$ cat config.mk
export PLATFORM = sky130hd
export DESIGN_NAME = prime_test_scheduler
export DESIGN_NICKNAME = d
export VERILOG_FILES = /design/src/rtl/prime_sched_pkg.sv /design/src/rtl/prime_test_scheduler_rr_arbiter.sv /design/src/rtl/prime_test_scheduler.sv
export SDC_FILE = /design/constraint.sdc
export NUM_CORES = 1
export LEC_CHECK = 0
export CORE_ASPECT_RATIO = 0.7
export CORE_MARGIN = 5
export CORE_UTILIZATION = 30
export CTS_BUF_LIST = sky130_fd_sc_hd__clkbuf_4
export CTS_CLUSTER_SIZE = 25
export DETAILED_ROUTE_END_ITERATION = 8
export PLACE_DENSITY = 0.71
export SYNTH_ARGS = -nofsm -noshare
export SYNTH_HDL_FRONTEND = slang
export SYNTH_HIERARCHICAL = 1
export SYNTH_SLANG_ARGS = --single-unit
export TNS_END_PERCENT = 50
$ cat constraint.sdc
create_clock -name clk -period 8.46 [get_ports clk]
set_input_delay 0.846 -clock clk [delete_from_list [all_inputs] [get_ports clk]]
set_output_delay 0.846 -clock clk [all_outputs]
set_load 0.01 [all_outputs]
$ cat src/rtl/prime_sched_pkg.sv
// Shared definitions for the prime test scheduler: FSM encoding, default sizes,
// and the trivial-candidate classifier used at request accept time.
// Contents: DEFAULT_WIDTH, DEFAULT_TIMEOUT_CYCLES, ST_* encodings, state_t, classify_trivial().
package prime_sched_pkg;

  localparam int DEFAULT_WIDTH          = 64;
  localparam int DEFAULT_TIMEOUT_CYCLES = 4096;

  localparam logic [1:0] ST_IDLE    = 2'd0;
  localparam logic [1:0] ST_ISSUE   = 2'd1;
  localparam logic [1:0] ST_WAIT    = 2'd2;
  localparam logic [1:0] ST_RESPOND = 2'd3;

  typedef enum logic [1:0] {
    IDLE    = ST_IDLE,
    ISSUE   = ST_ISSUE,
    WAIT    = ST_WAIT,
    RESPOND = ST_RESPOND
  } state_t;

  // Returns {is_trivial, verdict}. Takes "n < 4" plus the two low bits of n so
  // the function stays independent of the operand width.
  function automatic logic [1:0] classify_trivial(input logic below4, input logic [1:0] low2);
    logic [1:0] r;
    r = 2'b00;
    if (below4) begin
      // 0,1 -> not prime; 2,3 -> prime: the verdict is simply bit 1.
      r = {1'b1, low2[1]};
    end else if (!low2[0]) begin
      r = 2'b10;
    end
    return r;
  endfunction

endpackage

$ cat src/rtl/prime_test_scheduler_rr_arbiter.sv
// Round-robin arbiter: picks the first set request searching upward from ptr, wrapping.
// Latency: purely combinational. Backpressure: none, the caller owns the pointer register.
// Ports: req (requests), ptr (search start), grant (one-hot), grant_idx (binary), any (some request set).
module rr_arbiter #(
  parameter int NUM_REQ = 2
) (
  input  logic [NUM_REQ-1:0]         req,
  input  logic [$clog2(NUM_REQ)-1:0] ptr,
  output logic [NUM_REQ-1:0]         grant,
  output logic [$clog2(NUM_REQ)-1:0] grant_idx,
  output logic                       any
);

  localparam int IDX_W = $clog2(NUM_REQ);

  int               j;
  logic [IDX_W-1:0] jj;

  always_comb begin
    grant     = '0;
    grant_idx = '0;
    any       = 1'b0;
    j         = 0;
    jj        = '0;
    for (int k = 0; k < NUM_REQ; k++) begin
      j = int'(ptr) + k;
      if (j >= NUM_REQ) j = j - NUM_REQ;
      jj = IDX_W'(j);
      if (!any && req[jj]) begin
        any       = 1'b1;
        grant_idx = jj;
        grant[jj] = 1'b1;
      end
    end
  end

endmodule

$ cat src/rtl/prime_test_scheduler.sv
// Shares one modexp engine among NUM_REQ Fermat-test requesters; trivial n answered locally.
// Latency: trivial accept->rsp 1 cycle; engine path accept->eng_start 1, eng_done->rsp 1, timeout after TIMEOUT_CYCLES.
// Backpressure: one request in flight; no accept until the response handshake; rsp held until rsp_ready[g].
// Ports: req_valid/req_ready/req_n/req_a per requester; rsp_valid per requester with shared rsp_prime/rsp_timeout;
// eng_start/eng_base/eng_exponent/eng_mod to the engine, eng_done/eng_result back.
module prime_test_scheduler
  import prime_sched_pkg::*;
#(
  parameter int WIDTH          = DEFAULT_WIDTH,
  parameter int NUM_REQ        = 2,
  parameter int TIMEOUT_CYCLES = DEFAULT_TIMEOUT_CYCLES
) (
  input  logic                     clk,
  input  logic                     reset,
  input  logic [NUM_REQ-1:0]       req_valid,
  output logic [NUM_REQ-1:0]       req_ready,
  input  logic [NUM_REQ*WIDTH-1:0] req_n,
  input  logic [NUM_REQ*WIDTH-1:0] req_a,
  output logic [NUM_REQ-1:0]       rsp_valid,
  input  logic [NUM_REQ-1:0]       rsp_ready,
  output logic                     rsp_prime,
  output logic                     rsp_timeout,
  output logic                     eng_start,
  output logic [WIDTH-1:0]         eng_base,
  output logic [WIDTH-1:0]         eng_exponent,
  output logic [WIDTH-1:0]         eng_mod,
  input  logic                     eng_done,
  input  logic [WIDTH-1:0]         eng_result
);

  localparam int IDX_W = $clog2(NUM_REQ);
  localparam int TMR_W = $clog2(TIMEOUT_CYCLES) + 1;

  state_t             state, state_nxt;
  logic [IDX_W-1:0]   rr_ptr, gnt_q, arb_idx;
  logic [NUM_REQ-1:0] arb_grant, gnt_oh_q;
  logic               arb_any;
  logic [TMR_W-1:0]   timer;
  logic [WIDTH-1:0]   sel_n, sel_a;
  logic [1:0]         triv;
  logic               accept, done_hit, tmo_hit, rsp_hs;

  rr_arbiter #(.NUM_REQ(NUM_REQ)) u_arb (
    .req       (req_valid),
    .ptr       (rr_ptr),
    .grant     (arb_grant),
    .grant_idx (arb_idx),
    .any       (arb_any)
  );

  // Operands of the granted requester.
  always_comb begin
    sel_n = '0;
    sel_a = '0;
    for (int i = 0; i < NUM_REQ; i++) begin
      if (arb_idx == IDX_W'(i)) begin
        sel_n = req_n[i*WIDTH +: WIDTH];
        sel_a = req_a[i*WIDTH +: WIDTH];
      end
    end
  end

  // Classifying at accept time lets a trivial verdict be registered in the
  // same edge, giving rsp_valid one cycle after accept.
  assign triv = classify_trivial(sel_n[WIDTH-1:2] == '0, sel_n[1:0]);

  always_ff @(posedge clk) begin
    if (!reset) state <= IDLE;
    else        state <= state_nxt;
  end

  always_comb begin
    state_nxt = state;
    req_ready = '0;
    accept    = 1'b0;
    done_hit  = 1'b0;
    tmo_hit   = 1'b0;
    rsp_hs    = 1'b0;
    case (state)
      IDLE: begin
        // Gated by reset so req_ready reads 0 while reset is held.
        if (reset) begin
          req_ready = arb_grant;
          accept    = arb_any;
          if (arb_any) state_nxt = triv[1] ? RESPOND : ISSUE;
        end
      end
      ISSUE: state_nxt = WAIT;
      WAIT: begin
        // eng_done takes priority over a coincident timeout.
        if (eng_done) begin
          done_hit  = 1'b1;
          state_nxt = RESPOND;
        end else if (timer == TMR_W'(TIMEOUT_CYCLES - 1)) begin
          tmo_hit   = 1'b1;
          state_nxt = RESPOND;
        end
      end
      RESPOND: begin
        if (rsp_ready[gnt_q]) begin
          rsp_hs    = 1'b1;
          state_nxt = IDLE;
        end
      end
      default: state_nxt = IDLE;
    endcase
  end

  always_ff @(posedge clk) begin
    if (!reset) begin
      rr_ptr       <= '0;
      gnt_q        <= '0;
      gnt_oh_q     <= '0;
      timer        <= '0;
      rsp_valid    <= '0;
      rsp_prime    <= 1'b0;
      rsp_timeout  <= 1'b0;
      eng_start    <= 1'b0;
      eng_base     <= '0;
      eng_exponent <= '0;
      eng_mod      <= '0;
    end else begin
      eng_start <= 1'b0;

      if (accept) begin
        gnt_q    <= arb_idx;
        gnt_oh_q <= arb_grant;
        if (triv[1]) begin
          rsp_valid   <= arb_grant;
          rsp_prime   <= triv[0];
          rsp_timeout <= 1'b0;
        end else begin
          // Operand registers double as the n/a latches; they hold until the next engine accept.
          eng_start    <= 1'b1;
          eng_base     <= sel_a;
          eng_mod      <= sel_n;
          eng_exponent <= sel_n - WIDTH'(1);
        end
      end

      if (state == ISSUE)     timer <= '0;
      else if (state == WAIT) timer <= timer + TMR_W'(1);

      if (done_hit) begin
        rsp_valid   <= gnt_oh_q;
        rsp_prime   <= (eng_result == WIDTH'(1));
        rsp_timeout <= 1'b0;
      end

      if (tmo_hit) begin
        rsp_valid   <= gnt_oh_q;
        rsp_prime   <= 1'b0;
        rsp_timeout <= 1'b1;
      end

      if (rsp_hs) begin
        rsp_valid   <= '0;
        rsp_prime   <= 1'b0;
        rsp_timeout <= 1'b0;
        rr_ptr      <= (gnt_q == IDX_W'(NUM_REQ - 1)) ? '0 : gnt_q + IDX_W'(1);
      end
    end
  end

endmodule

==> reports/qor.yml <==
status: "finished clean"
grt_max_degree: 167
synth_nets: 1583
worst_pin_slew_ns: 1.21
fillers: 3530
clk_latency_ns: 0.72
dieArea_sq_um: 41400
initial_core_util_pct: 30.2
hpwl_um: 36800
h-tree-depth: 2
drt_iter0_drc: 790
ys_seq_area_share_pct: 38.6
arrival_ns: 6.49
postCtsSetupBuffers: 0
fin_tns_setup_ns: 0
fp.dieW_um: 241
timing.fmax_ghz: 0.169
core_sq_um: 37100
netlist_area_sq_um: 11200
layout-drive-gt1-share_pct: 7.54
place_ws_ns: 2.08
clockBufferDepth: 3
relSlewSlack_pct: 18.7
synth-adder-area-share_pct: 0.670
postSynthAreaPerCell_sq_um: 8.96
reg2reg_depth: 10
min_period_ns: 5.91
cp.required_ns: 9.03
num_rows: 59
worst_setup_path_end_kind: "flop"
drc: 0
final.period_utilization_pct: 69.9
vdd_drop_max_mv: 0.122
synth-edff-count: 0
cts_buffers: 56
ios: 526
multi_input_area_sq_um: 6500
synthArstFlopShare_pct: 0
maxCapViolations: 0
final_nets: 2088
dr.pass1.iters: 5
vias: 11800
min_path_type: "reg2reg"
cts_sinks: 216
power_density_nw_per_um2: 193
slew_violations: 0
synth_xor_area_share_pct: 4.85
finalSetupViolations: 0
cts.clk_slew.worst_paths_ns: 0.07
portBuffers: 525
synth_mux_area_share_pct: 12.1
path_class: "in2reg"
die_y_um: 172
seq_area_sq_um: 4320
grt_setup_unrepaired: "no"
clock_skew_ns: 0.0601
antenna_found_initial: 5
post_cts_resized: 0
synth_compound_area_share_pct: 19.4
vias_per_cell: 5.19
final_common_cell: "clkdlybuf4s50_1"
grt_pass1_wl_um: 68400
critPathLaunchType: "primary input"
routed_wl_um: 47600
cts_tree: "done"
cts-root-buf: "clkbuf_4"
yosysWarningCount: 6
area_delta_synth_final_pct: 56.1
crit_fanout: 82
finalWorstSetupSlack_ns: 2.55
p_leak_nw: 7.27
min_path_cells: 2
ctsHoldBuffers: 0
gp_congestion: 0.913
overflow: 0
synth_top_family_by_area: "simple AND/OR/NAND/NOR gates"
postRouteAntennaNets: 0
grt_pass1_vias: 11600
hold_viol: 0
synth_cell_types: 68
yosys_most_used_dff: "dfxtp_1"
layout_common_cells: "524 x clkdlybuf4s50_1, 216 x dfxtp_1, 197 x nand2_1"
wl_per_cell_um: 20.9
synthCells: 1250
synth-seq-cells: 216
yosys.area_share.simple_pct: 20.7
grtUsageTotal_pct: 21.1
## final timing paths
kind,start,endpoint,slack (ns)
worst max-delay path,req_valid[1],eng_exponent[60],2.55
worst min register to register,eng_exponent[32],eng_exponent[32],0.46
worst min-delay path,eng_exponent[32],eng_exponent[32],0.46
worst max register to register,rr_ptr,eng_exponent[60],2.76
## cell type report
cell class                 instances  area share (%)
multi-input combinational        936            37.2
timing repair buffer             536            30.6
sequential                       216            24.7
clock buffer                      82            3.52
tap                              488            3.49
clock inverter                    12           0.279
inverter                           9           0.236
antenna                            1          0.0143
## stage by stage
stage               std cells  area [sq um]  hold WS [ns]  utilization (%)  power [mW]
finish                   2280         17500         0.462             47.2        3.37
global route             2280         17500         0.482             47.2        3.57
CTS                      2279         17500         0.461             47.2        3.42
detailed placement       2185         16800         0.451             45.4        2.51
global placement         2185         16800         0.439             45.4        2.49
floorplan                1250         11200         0.454                -        1.86
## kinds of logic after synthesis
kind of cell	count (synthesis)
and+or+nand+nor	461
DFF	216
adders and majority gates	6
buffers and inverters	98
xor gates and xnor gates	62
muxes	134
AOI/OAI and AO/OA	273
## per-layer routing
| metal | vias to the layer above | track usage [%] | wire length (um) |
|---|---|---|---|
| met5 | - | 0 | 33 |
| met4 | 6 | 6.25 | 1350 |
| met3 | 109 | 5.29 | 3890 |
| met2 | 496 | 35.6 | 22800 |
| met1 | 5588 | 26.9 | 19500 |
| li1 | 5634 | - | - |
## power by group
| part | internal [mW] | switching [mW] | leakage, nW |
|---|---|---|---|
| Sequential | 1.18 | 0.0951 | 1.76 |
| Combinational | 0.625 | 0.587 | 5.11 |
| Clock | 0.439 | 0.449 | 0.403 |
| Total | 2.24 | 1.13 | 7.27 |
## synth_stat cells, drive strengths merged, types with 11 or more instances
| master | instances | area share, % |
|---|---|---|
| a21boi | 16 | 1.1 |
| nor2 | 65 | 2.2 |
| or3 | 21 | 1.2 |
| o2bb2ai | 12 | 0.94 |
| nand2 | 197 | 6.6 |
| o21ai | 29 | 1.3 |
| nand4 | 15 | 0.97 |
| buf | 25 | 1.2 |
| xnor2 | 38 | 3.0 |
| nor3 | 33 | 1.5 |
| clkbuf | 64 | 2.1 |
| o21a | 12 | 0.80 |
| dfxtp | 216 | 39 |
| xor2 | 24 | 1.9 |
| a21oi | 46 | 2.1 |
| o211a | 95 | 8.5 |
| or4 | 14 | 0.97 |
| mux2i | 126 | 11 |
| a22o | 11 | 0.86 |
| nor4 | 26 | 1.5 |
| nor3b | 12 | 0.80 |
| nand3 | 24 | 1.1 |
## worst max-delay path, stage by stage
cell             delay [ns]
clkdlybuf4s50_1        0.52
a21boi_4               0.75
buf_12                 0.39
or4b_2                 0.66
a222oi_1               0.91
nand2_1                0.64
nor4_1                 1.16
nand4_1                0.21
xnor2_1                0.20
o21ai_0                0.08
## state kept, by name, indices dropped and copies added, names as in the netlist
| signal | count |
|---|---|
| state | 2 |
| gnt_q | 1 |
| rsp_valid | 2 |
| rsp_prime | 1 |
| timer | 13 |
| gnt_oh_q | 2 |
| eng_exponent | 64 |
| rr_ptr | 1 |
| eng_base | 64 |
| rsp_timeout | 1 |
| eng_mod | 64 |
| eng_start | 1 |
No activity file was read; power rests on OpenSTA's default activity.
